[config.mk]
export PLATFORM = sky130hd
export DESIGN_NAME = cdc_hs_rx
export DESIGN_NICKNAME = d
export VERILOG_FILES = /design/src/rtl/cdc_hs_rx.sv
export SDC_FILE = /design/constraint.sdc
export NUM_CORES = 1
export LEC_CHECK = 0
export ABC_AREA = 1
export CORE_UTILIZATION = 30
export CTS_CLUSTER_SIZE = 25
export DETAILED_ROUTE_END_ITERATION = 6
export PLACE_DENSITY = 0.54
export SYNTH_ARGS = -nofsm -noshare
export SYNTH_HDL_FRONTEND = slang
export SYNTH_SLANG_ARGS = --single-unit
[constraint.sdc]
create_clock -name clk -period 1.7 [get_ports clk]
set_clock_uncertainty 0.1 [all_clocks]
set_input_delay 0.425 -clock clk [delete_from_list [all_inputs] [get_ports clk]]
set_output_delay 0.425 -clock clk [all_outputs]
set_load 0.03 [all_outputs]
[src/rtl/cdc_hs_rx.sv]
// Destination-side receiver of the toggle-handshake CDC path: captures the quasi-static
// source word on a new request toggle, offers it on valid/ready, and returns an ack toggle.
module cdc_hs_rx #(
  parameter int DATA_WIDTH = 4,
  parameter int CNT_WIDTH  = 16
) (
  input  logic                  clk,
  input  logic                  rst_n,
  input  logic                  req_sync,
  input  logic [DATA_WIDTH-1:0] data_async,
  output logic                  out_valid,
  input  logic                  out_ready,
  output logic [DATA_WIDTH-1:0] out_data,
  output logic                  ack_tog,
  output logic                  overrun,
  output logic [CNT_WIDTH-1:0]  xfer_count
);

  localparam logic [0:0] ST_IDLE  = 1'b0;
  localparam logic [0:0] ST_VALID = 1'b1;

  logic [0:0] state;
  logic       req_q;
  logic       new_req;

  assign new_req   = (req_sync != req_q);
  assign out_valid = (state == ST_VALID);

  // req_q only follows req_sync on capture, so a request arriving while a word is
  // held stays pending and is picked up from IDLE after that word is accepted.
  always_ff @(posedge clk or negedge rst_n) begin
    if (!rst_n) begin
      state      <= ST_IDLE;
      req_q      <= 1'b0;
      out_data   <= '0;
      ack_tog    <= 1'b0;
      overrun    <= 1'b0;
      xfer_count <= '0;
    end else begin
      case (state)
        ST_IDLE: begin
          if (new_req) begin
            out_data <= data_async;
            req_q    <= req_sync;
            state    <= ST_VALID;
          end
        end
        ST_VALID: begin
          if (new_req) begin
            overrun <= 1'b1;
          end
          if (out_ready) begin
            ack_tog    <= ~ack_tog;
            xfer_count <= xfer_count + CNT_WIDTH'(1);
            state      <= ST_IDLE;
          end
        end
        default: begin
          state <= ST_IDLE;
        end
      endcase
    end
  end

endmodule

==> flow_summary.yaml <==
place:
  dp.cells: 232
  numPortBuffers: 30
  detailedPlacementHpwl_mm: 2.08
  gpl.final_weighted_congestion: 0.892
logic_synthesis:
  post_synthesis_instance_total: 138
  post_synth_mux_area_share: 0.00938
  syn_avg_cell_area_um2: 8.70
  synthesized_area_fraction_occupied_by_ao_oa_aoi_and_oai_cells: 0.0229
  synthSimpleGateAreaFrac: 0.296
  post_synth_instance_area_um2: 1200
  post_synth_xor_area_fraction: 0.0875
  synth_cell_types: 20
  area_share_of_fa_ha_maj_cells_after_synthesis: 0.0104
  postSynthRegisterBits: 24
  synth_top_family_by_area: "simple AND/OR/NAND/NOR gates"
  post_synthesis_net_count: 147
  yosysSeqAreaShare: 0.500
  ys_warn_count: 0
floorplan:
  core_area_um2: 3740
  die_area_um2: 4260
  io-pin-count: 31
  die_y_um: 65.3
  placement_rows: 22
  effective_utilization_at_floorplan: 0.321
  die_width_um: 65.3
timing:
  tns_ns: 0
  finalWorstPathRequiredPeriod_ns: 1.62
  clock.fmax_ghz: 0.618
  fin_hold_ws_ns: 0.368
  final-setup-viol-count: 0
  final_hold_viol_count: 0
  worst_margin_pin_slew_ns: 0.314
  slew_limit_headroom: 0.792
  number_of_max_slew_violations_in_the_final_report: 0
  rsz0062_at_grt: "false"
  final_min_period_over_clock_period: 0.951
clock_tree:
  clkSinkCount: 24
  count_of_hold_buffers_inserted_by_post_cts_repair: 0
  post_cts.repair.setup_buffers: 0
  clock_tree.htree_level_count: 1
  clkTransAtPathRegs_ns: 0.08
  clk-insertion-delay-late_ns: 0.26
  cts_tree: "done"
  cts_made_buffers: 3
  clock_root_buffer: "clkbuf_8"
  cts_buffer_depth: 2
setup_path:
  regToRegSetupSlack_ns: 0.23
  cpMaxStageDelayCell: "dlygate4sd2_1"
  cp_num_buf_inv: 1
  req_time_crit_path_ns: 1.17
  cpPeakStageDelay_ns: 0.42
  reg2reg_to: "xfer_count[14]"
  setup.worst_path.start_class: "register"
  setup.worst_path.class: "reg -> out"
  critPathArrivalTime_ns: 1.09
  critical_path.top_delay_family: "buffers and inverters"
  crit_path_end_kind: "output pin"
  rr_startpoint: "xfer_count[1]"
  cp-startpoint: "xfer_count[9]"
  crit_path_cell_trace: "dlygate4sd2_1"
  reg2reg_depth: 9
  cp_max_fo: 4
global_route:
  grtUsageMet1: 0.177
  grt_use_total: 0.143
  largest_net_degree_at_the_start_of_global_routing: 25
  grt_pass1_wl_mm: 4.62
  antenna_violations_before_repair: 0
  grt_pass1_vias: 1059
  global_route.usage.met2: 0.236
  most_congested_layer_reported_by_global_routing: "met2"
  globalRouteOverflowTotal: 0
  groute.layer.met3.usage: 0.0365
power_and_ir_drop:
  power.switching_fraction: 0.414
  power_total_mw: 2.18
  net-switching-power_uw: 901
  vdd_drop_max_mv: 0.598
  comb_power_share: 0.467
  clock_power_share: 0.150
  cell_internal_pwr_mw: 1.27
  cellLeakagePower_nw: 0.897
  seq_power_share: 0.384
  pwr_density_cell_nw_per_um2: 1290
routing:
  drt_wl_total_mm: 2.59
  dr.pass1.iters: 4
  dr_total_vias: 1015
  detail_route.drc_violations: 0
  route.detailed.wl_per_inst_um: 11.0
  drt_first_iter_violations: 10
  drt-vias-per-instance: 4.32
  postRouteAntennaNets: 0
worst_hold_path:
  whs_endpoint: "ack_tog"
  hold_path_class: "reg -> reg"
  min_from: "ack_tog"
  hold_depth: 1
cells_and_area:
  register_area_um2: 602
  commonest_cells_after_routing_fill_and_taps_aside: "nand2_1 (37), dfrtp_1 (23), dlygate4sd2_1 (22), inv_1 (19)"
  post_route_cells_drive_above_1_share: 0.171
  final.fill_count: 386
  insertedDiodeCount: 0
  stdcell_count: 235
  nets: 198
  multi_input_area_um2: 512
  area_growth_syn_to_layout_pct: 40.7
  layout.cells.most_common: "nand2_1"
status:
  outcome: "finished clean"
job:
  max-cap-violations: 0
-- stage by stage --
step,cell area [um^2],setup slack [ns],util
global route,1690,0.0476,0.452
CTS,1690,0.0354,0.451
finish,1690,0.0830,0.452
floorplan,1200,0.184,-
detailed placement,1680,-0.121,0.448
global placement,1680,-0.116,0.448
-- synthesized netlist by cell type --
| master | count | area, um^2 |
|---|---|---|
| nand3_2 | 1 | 10.0 |
| xnor2_1 | 4 | 35.0 |
| inv_4 | 1 | 6.26 |
| nand3_1 | 4 | 20.0 |
| nand2_1 | 37 | 139 |
| inv_1 | 19 | 71.3 |
| nor2_2 | 2 | 12.5 |
| dfrtp_1 | 24 | 601 |
| nor2_1 | 18 | 67.6 |
| nand2_8 | 1 | 20.0 |
| nor3_4 | 2 | 32.5 |
| nor3_1 | 2 | 10.0 |
| nand4_1 | 5 | 31.3 |
| ha_1 | 1 | 12.5 |
| mux2_2 | 1 | 11.3 |
| a21o_1 | 1 | 7.51 |
| nand2_2 | 2 | 12.5 |
| xor2_1 | 8 | 70.1 |
| buf_6 | 1 | 11.3 |
| o21ai_0 | 4 | 20.0 |
-- timing repair --
action	in CTS	in global routing
resized for setup	22	1
endpoints found under the setup margin	22	1
hold endpoints to repair	0	0
-- power groups by stage --
| stage | combinational [mW] | clock (mW) | sequential, mW |
|---|---|---|---|
| finish | 1.02 | 0.325 | 0.834 |
| floorplan | 0.357 | 0 | 1.12 |
| global route | 1.11 | 0.361 | 0.856 |
| detailed placement | 1.11 | 0 | 0.852 |
| global placement | 1.10 | 0 | 0.840 |
| CTS | 1.03 | 0.347 | 0.836 |
-- logic make-up (layout without fill, tap and decap cells) --
family          Yosys count  in the layout
buf+inv                  21             70
fa+ha+maj                 1              1
xor+xnor                 12             12
mux                       1              1
simple gates             74             74
flops                    24             24
compound gates            5              5
-- flip-flops by register name (all words and copies together) (netlist names) --
name        flops
ack_tog         1
out_data        4
out_valid       1
overrun         1
req_q           1
xfer_count     16
-- area by class of cell --
type	count	share of cell area
Clock buffer	3	0.0244
Inverter	20	0.0459
Multi-Input combinational cell	93	0.303
Sequential cell	24	0.356
Tap cell	48	0.0355
Timing Repair Buffer	47	0.235
-- metal layers --
layer,vias up,routed length [um]
met5,-,0
met4,0,11
met3,3,84
met2,14,1240
met1,476,1250
li1,522,-
-- how the worst max path moves through the flow --
stage / end / slack (ns) / depth (start not counted)
6_report: xfer_count[9] / 0.08 / 1
5_1_grt: xfer_count[14] / 0.05 / 1
4_1_cts: out_valid / 0.04 / 1
3_5_place_dp: xfer_count[12] / -0.12 / 6
3_3_place_gp: xfer_count[9] / -0.12 / 7
2_1_floorplan: xfer_count[8] / 0.18 / 5
Note: power is estimated with default switching activity, not from simulation.
